## src/rtl/serial_adder_ctrl_pkg.sv

```systemverilog
// Shared definitions for the bit-serial adder controller: state encoding,
// default operand width and the bit-counter width helper.
package serial_adder_ctrl_pkg;

    localparam int DEFAULT_WIDTH = 8;

    typedef enum logic [1:0] {
        IDLE = 2'd0,
        RUN  = 2'd1,
        DONE = 2'd2
    } state_e;

    // One extra bit above clog2 so the counter can reach WIDTH without wrapping.
    function automatic int cnt_width(input int width);
        return $clog2(width) + 1;
    endfunction

endpackage

```

## src/rtl/serial_adder_ctrl_halfadder.sv

```systemverilog
// Single-bit half adder; two of these plus an OR form the full-adder cell
// that the serial adder controller reuses every cycle.
module halfadder (
    input  logic a,
    input  logic b,
    output logic soma,
    output logic carry
);

    assign soma  = a ^ b;
    assign carry = a & b;

endmodule

```

## src/rtl/serial_adder_ctrl.sv

```systemverilog
// Bit-serial adder controller: adds two WIDTH-bit operands LSB first through a
// single full-adder cell over WIDTH RUN cycles, with a start/busy/done handshake.
// The result registers hold the last completed sum until the next operation ends.
module serial_adder_ctrl
    import serial_adder_ctrl_pkg::*;
#(
    parameter int WIDTH = DEFAULT_WIDTH
) (
    input  logic             clk,
    input  logic             rst,
    input  logic             start,
    input  logic [WIDTH-1:0] a,
    input  logic [WIDTH-1:0] b,
    input  logic             cin,
    output logic [WIDTH-1:0] soma,
    output logic             carry,
    output logic             busy,
    output logic             done
);

    localparam int              CW       = cnt_width(WIDTH);
    localparam logic [CW-1:0]   LAST_BIT = CW'(WIDTH - 1);

    state_e           state_q, state_d;
    logic [WIDTH-1:0] a_sh_q, a_sh_d;
    logic [WIDTH-1:0] b_sh_q, b_sh_d;
    logic [WIDTH-1:0] sum_q, sum_d;
    logic [WIDTH-1:0] soma_q, soma_d;
    logic             c_q, c_d;
    logic             carry_q, carry_d;
    logic [CW-1:0]    cnt_q, cnt_d;

    logic ha0_s, ha0_c;
    logic bit_s, ha1_c;
    logic cell_cout;

    // Full-adder cell built from two half adders; this feeds the carry flop.
    halfadder u_ha0 (
        .a     (a_sh_q[0]),
        .b     (b_sh_q[0]),
        .soma  (ha0_s),
        .carry (ha0_c)
    );

    halfadder u_ha1 (
        .a     (ha0_s),
        .b     (c_q),
        .soma  (bit_s),
        .carry (ha1_c)
    );

    assign cell_cout = ha0_c | ha1_c;

    // Next-state and datapath update; everything holds unless the state says otherwise.
    always_comb begin
        state_d = state_q;
        a_sh_d  = a_sh_q;
        b_sh_d  = b_sh_q;
        sum_d   = sum_q;
        soma_d  = soma_q;
        c_d     = c_q;
        carry_d = carry_q;
        cnt_d   = cnt_q;

        case (state_q)
            IDLE: begin
                if (start) begin
                    a_sh_d  = a;
                    b_sh_d  = b;
                    c_d     = cin;
                    sum_d   = '0;
                    cnt_d   = '0;
                    state_d = RUN;
                end
            end
            RUN: begin
                a_sh_d = a_sh_q >> 1;
                b_sh_d = b_sh_q >> 1;
                c_d    = cell_cout;
                sum_d  = {bit_s, sum_q[WIDTH-1:1]};
                cnt_d  = cnt_q + CW'(1);
                if (cnt_q == LAST_BIT) begin
                    // Publish the finished sum on the same edge that enters DONE,
                    // so soma/carry are already valid while done is high.
                    soma_d  = {bit_s, sum_q[WIDTH-1:1]};
                    carry_d = cell_cout;
                    state_d = DONE;
                end
            end
            DONE: begin
                state_d = IDLE;
            end
            default: begin
                state_d = IDLE;
            end
        endcase
    end

    // State and datapath registers with synchronous reset taking priority.
    always_ff @(posedge clk) begin
        if (rst) begin
            state_q <= IDLE;
            a_sh_q  <= '0;
            b_sh_q  <= '0;
            sum_q   <= '0;
            soma_q  <= '0;
            c_q     <= 1'b0;
            carry_q <= 1'b0;
            cnt_q   <= '0;
        end else begin
            state_q <= state_d;
            a_sh_q  <= a_sh_d;
            b_sh_q  <= b_sh_d;
            sum_q   <= sum_d;
            soma_q  <= soma_d;
            c_q     <= c_d;
            carry_q <= carry_d;
            cnt_q   <= cnt_d;
        end
    end

    assign soma  = soma_q;
    assign carry = carry_q;
    assign busy  = (state_q == RUN);
    assign done  = (state_q == DONE);

endmodule

```

## config.mk

```make
export PLATFORM = sky130hd
export DESIGN_NAME = serial_adder_ctrl
export DESIGN_NICKNAME = d
export VERILOG_FILES = /design/src/rtl/serial_adder_ctrl_pkg.sv /design/src/rtl/serial_adder_ctrl_halfadder.sv /design/src/rtl/serial_adder_ctrl.sv
export SDC_FILE = /design/constraint.sdc
export NUM_CORES = 1
export LEC_CHECK = 0
export CAP_MARGIN = 40
export CORE_AREA = 4 4 89 91
export CTS_CLUSTER_DIAMETER = 80
export DETAILED_ROUTE_END_ITERATION = 8
export DIE_AREA = 0 0 93 95
export GPL_TIMING_DRIVEN = 0
export SYNTH_ARGS = -nofsm -noshare
export SYNTH_HDL_FRONTEND = slang
export SYNTH_SLANG_ARGS = --single-unit
```

## constraint.sdc

```tcl
create_clock -name clk -period 1.57 [get_ports clk]
set_input_delay 0.157 -clock clk [delete_from_list [all_inputs] [get_ports clk]]
set_output_delay 0.157 -clock clk [all_outputs]
set_load 0.01 [all_outputs]
```

* Word-level counts from Yosys, hierarchy flattened
Index checks and enable logic that the tools add are counted.
** Storage, ports and cells
- Register bits :: 40
- Latch bits :: 0
- Memory bits (writable) :: 0
- Memory bits (read-only) :: 0
- Input bits :: 20
- Output and inout bits :: 11
- Logic and storage cells :: 37
- Memories kept :: 0
** Cells by class
- Add/sub/neg operators :: 1
- Multipliers :: 0
- Divide/modulo/power cells :: 0
- Order comparisons :: 0
- Equality and inequality tests :: 5
- Shift operators :: 0
- Multiplexer cells :: 13
- Bitwise gates (word level) :: 5
- Reductions and logical operators :: 5
** Operators with widths (count)
- $pmux 8 s2 :: 3
- $mux 8 :: 3
- $pmux 4 s2 :: 1
- $reduce_and 2->1 :: 3
- $add 4x1->4 const B :: 1
- $eq 4x3->1 const B :: 1
- $mux 2 :: 2
- $mux 4 :: 1
- $pmux 2 s2 :: 1
- $and 1x1->1 :: 2
- $eq 2x1->1 const B :: 1
- $eq 2x2->1 const B :: 1
- $logic_not 2->1 :: 1
- $ne 2x1->1 const B :: 1
- $ne 2x2->1 const B :: 1
- $pmux 1 s2 :: 1
- $reduce_bool 2->1 :: 1
- $xor 1x1->1 :: 2
- $mux 1 :: 1
- $or 1x1->1 :: 1

* Depth between registers and ports, before layout
- Word-level depth :: 4
- Depth in mapped cells :: 6
- Depth with buffers taken out :: 4

* Hierarchy
A second synthesis with hierarchy kept.
** Unflattened totals
- Cells, all modules :: 188
- Area total of the unflattened synthesis :: 1769.2 sq um
** Modules (own cells, without submodules)
- serial_adder_ctrl :: instances 1, cells an instance 186, area each 1744.2 sq um, sequential area each 780.7 sq um
- halfadder :: instances 2, cells an instance 1, area each 12.5 sq um, sequential area each 0.0 sq um

* Worst setup path after synthesis
Ideal clock, no wire load.
- Path type :: reg2reg
- Start :: register state_q[1]
- End :: register a_sh_q[7]
- Library setup time :: 0.117 ns
- Arrival :: 1.169 ns
- Data required time :: 1.453 ns
- Slack :: 0.284 ns
- Cell stages (with the launch flop) :: 7
- Buffers on the path :: 3
- Period minus slack after synthesis :: 1.286 ns
- Cells stage by stage :: dfxtp_1 > buf_6 > o21ba_2 > buf_4 > nor2_1 > buf_4 > a22o_1
** Between the ends
- Longest elaborated chain between the ends :: 3
- Elaborated cells between the ends (all ways) :: 6
- Classes of those cells :: eq/ne: 2; mux: 1; reduce/logical: 3
** RTL lines
- start, declared :: RTL line serial_adder_ctrl.sv:24 : state_e state_q, state_d;
- start signal, assigned :: RTL line serial_adder_ctrl.sv:111 : state_q <= state_d;
- $eq 2x1->1 or $logic_not 2->1 (tied branches) :: RTL line serial_adder_ctrl.sv:65 : case (state_q)
- $reduce_bool 2->1 (no line) or $ne 2x2->1 (tied branches)
- $reduce_and 2->1 (no line)
- end signal, assigned :: RTL line serial_adder_ctrl.sv:112 : a_sh_q <= a_sh_d;
- end, declared :: RTL line serial_adder_ctrl.sv:25 : logic [WIDTH-1:0] a_sh_q, a_sh_d;
Parallel ways exist; a longest one is shown, timed or not.
A chain may end at the register's enable or synchronous reset.

* Worst setup path after layout
- Start :: register state_q[1]
- End :: output done
** Between the ends
- Longest elaborated chain between the ends :: 1
** RTL lines
- $eq 2x2->1 :: RTL line serial_adder_ctrl.sv:125 : assign done = (state_q == DONE);
- end, declared :: RTL line serial_adder_ctrl.sv:18 : output logic done
No other way between the ends.

==> results.json <==
{
  "tritoncts": "yes",
  "synthesized_area_per_cell_um2": 9.451,
  "cts.hold.buffers_added": 0,
  "worst_r2r_path_depth": 4,
  "num-fill-cells": 757,
  "grt_pass1_wl_um": 6051,
  "hpwl_um": 2664,
  "critPathLaunchType": "flop",
  "floorplan.core_area_um2": 7137,
  "post_dp_cell_area_um2": 2182,
  "fmax_mhz": 684.4,
  "rows": 31,
  "synth.mux.area_fraction": 0.05125,
  "setup_violations": 0,
  "place_congestion": 0.7296,
  "synth_top_family_by_area": "simple AND/OR/NAND/NOR gates",
  "clock-skew-final_ns": 0.004448,
  "timing.max_cap.violations": 0,
  "synth_flop_cell": "sky130_fd_sc_hd__dfxtp_1",
  "totalPowerFinal_mw": 2.011,
  "clkSinkCount": 39,
  "mappedNetlistNets": 208,
  "finalInstanceArea_um2": 2262,
  "number_of_enable_type_register_cells_in_the_synthesized_netlist": 0,
  "area_fraction_in_compound_gates_after_synthesis": 0.1167,
  "yosys.area_share.simple": 0.3217,
  "postSynthCellCount": 186,
  "fin_nets": 245,
  "path_clk_slew_ns": 0.07,
  "detailedRoute.firstPassIterationCount": 4,
  "hold_ws_ns": 0.4706,
  "arrival_ns": 1.30,
  "post_synth_instance_area_um2": 1758,
  "critPathKind": "reg2out",
  "vias_in_the_first_global_route": 1270,
  "port_buffers": 30,
  "instances_no_fill": 321,
  "starting_utilization_of_the_core_area": 0.2463,
  "postSynthRegisterBits": 39,
  "critical_path_cell_count": 4,
  "max-clock-path-buffers": 2,
  "die_width_um": 93,
  "min_path_cells": 3,
  "num_io_pins": 31,
  "crit_slowest_cell": "sky130_fd_sc_hd__dfxtp_1",
  "avgViaCountPerCell": 4.218,
  "max-slew-margin-rel": 0.7281,
  "worst-slew-pin-transition_ns": 0.4078,
  "grt_util_all_layers": 0.08689,
  "worst_path_dominant_cell_family": "buffers and inverters",
  "post-route-period-util": 0.9307,
  "cts_setup_buffers": 0,
  "worstSetupEndpointType": "primary output",
  "r2r_setup_slk_ns": 0.12,
  "worstPathRequired_ns": 1.41,
  "worst-path-max-fanout": 10,
  "detail_route.drc_violations": 0,
  "wl_per_cell_um": 11.41,
  "die_area_um2": 8835,
  "outcome": "completed",
  "synthXorXnorAreaFrac": 0,
  "grt_remaining_overflow": 0,
  "async_flop_share": 0,
  "worst_hold_path_type": "in2reg",
  "rsz0062_at_grt": "false",
  "pwr_dens_nw_per_um2": 888.9,
  "vdd_drop_max_mv": 0.2849,
  "cp_cell_sequence": "buf_6 > buf_4 > nor2b_1 > clkdlybuf4s15_1",
  "layout-area-overhead-vs-synth_pct": 28.68,
  "drt-total-wl_um": 3663,
  "cts.root.buffer_cell": "sky130_fd_sc_hd__clkbuf_8",
  "post_synth_fa_ha_maj_area_fraction": 0.01851,
  "synth.yosys.warnings": 0,
  "drive_gt1_frac": 0.1532,
  "grt_start_max_net_pins": 11,
  "yosysUniqueCellTypes": 30,
  "hold_violations": 0,
  "cts_buffers": 5,
  "insertedDiodeCount": 0,
  "slew_viol_final": 0,
  "clkLatencyLatePin_ns": 0.28,
  "post-place-cells": 315,
  "ant_nets": 0,
  "fin_setup_tns_ns": 0,
  "routed-via-count": 1354,
  "critical-path-max-stage-delay_ns": 0.32,
  "antenna_found_initial": 0,
  "drt_iter0_drc": 91,
  "ys_seq_area_frac": 0.4441,
  "die_height_um": 95,
  "fin_crit_ns": 1.461,
  "htree_levels": 2,
  "p_leak_nw": 0.8237,
  "cp_num_buf_inv": 3
}
[path summary, 6_finish.rpt]
path / start / end
worst max register to register: state_q[0]$_SDFFE_PP0P_ / a_sh_q[3]$_SDFFE_PP0P_
worst max-delay path: state_q[1]$_SDFFE_PP0P_ / done
worst min-delay path: start / state_q[0]$_SDFFE_PP0P_
worst min register to register: soma[7]$_SDFFE_PP0P_ / soma[7]$_SDFFE_PP0P_
[metal layers]
metal / vias to the layer above / wire, um / global-route usage
li1: 714 / - / -
met1: 615 / 1676 / 0.1032
met2: 18 / 1770 / 0.1476
met3: 7 / 149 / 0.02390
met4: 0 / 65 / 0.03663
met5: - / 0 / 0
[cells by family after synthesis]
logic type / Yosys count
adder cells (fa/ha/maj): 2
flip-flops: 39
AND/OR/NAND/NOR: 91
buffers and inverters: 15
multiplexers: 9
AO/OA/AOI/OAI: 30
[tightest hold or removal path, delay by kind of cell]
| family | cells | cell delay (ns) |
|---|---|---|
| compound gates | 1 | 0.15 |
| buf+inv | 1 | 0.19 |
| simple gates | 1 | 0.21 |
[through the flow]
step,setup slack (ns),util
floorplan,0.2843,-
global placement,-0.2634,0.3058
detailed placement,-0.2675,0.3058
CTS,0.002874,0.3163
global route,0.009582,0.3170
finish,0.1088,0.3170
[cell usage in the layout (no fill, tap or decap), drive strengths merged]
cell type      instances
nor2                  18
nor2b                  1
inv                    1
and2                   1
nor3                  15
nand3b                 3
clkdlybuf4s50         27
clkdlybuf4s15          1
dfxtp                 39
dlymetal6s2s           1
nand3                  2
o21ba                  1
ha                     1
buf                    9
a31oi                  2
mux2i                  9
or2b                   4
clkbuf                12
or3                    1
a21o                   1
a21oi                 14
or3b                  14
nor4b                  1
a22o                  10
nand2b                31
fa                     1
a211oi                 1
a221o                  1
[power breakdown]
part | total [mW] | leakage (nW) | switching (mW) | internal (mW)
combinational | 0.327 | 0.468 | 0.150 | 0.177
clock | 0.602 | 0.0371 | 0.306 | 0.296
sequential | 1.08 | 0.319 | 0.0347 | 1.05
[cells in the mapped netlist, types with 2 or more instances]
master | number | area, um^2
sky130_fd_sc_hd__clkbuf_1 | 6 | 22.52
sky130_fd_sc_hd__dfxtp_1 | 39 | 780.8
sky130_fd_sc_hd__nand3b_1 | 3 | 22.52
sky130_fd_sc_hd__buf_2 | 4 | 20.02
sky130_fd_sc_hd__nand3_1 | 2 | 10.01
sky130_fd_sc_hd__or3b_1 | 2 | 17.52
sky130_fd_sc_hd__nor3_1 | 15 | 75.07
sky130_fd_sc_hd__nor2_1 | 16 | 60.06
sky130_fd_sc_hd__a31oi_1 | 2 | 12.51
sky130_fd_sc_hd__nand2b_1 | 31 | 193.9
sky130_fd_sc_hd__a22o_1 | 10 | 87.58
sky130_fd_sc_hd__or2b_1 | 4 | 30.03
sky130_fd_sc_hd__or3b_2 | 12 | 105.1
sky130_fd_sc_hd__mux2i_1 | 9 | 90.09
sky130_fd_sc_hd__buf_6 | 2 | 22.52
sky130_fd_sc_hd__a21oi_1 | 14 | 70.07
sky130_fd_sc_hd__buf_4 | 2 | 15.01
[state kept, by name, indices dropped and copies added, names as in the netlist]
name / count
a_sh_q: 8
c_q: 1
state_q: 2
carry: 1
b_sh_q: 8
soma: 8
cnt_q: 4
sum_q: 7
[area by class of cell]
| type | instances | area (um^2) | area share |
|---|---|---|---|
| Clock buffer | 6 | 72.57 | 0.03208 |
| Tap cell | 99 | 123.9 | 0.05476 |
| Inverter | 1 | 3.754 | 0.001659 |
| Timing Repair Buffer | 30 | 297.8 | 0.1316 |
| Multi-Input combinational cell | 132 | 893.4 | 0.3949 |
| Sequential cell | 39 | 780.7 | 0.3451 |
| Buffer | 14 | 90.09 | 0.03982 |
[repair_timing]
action,in CTS,in global routing
endpoints found under the setup margin,2,16
pin swaps,0,0
gates resized for setup,5,11
No activity file was read; power rests on OpenSTA's default activity.
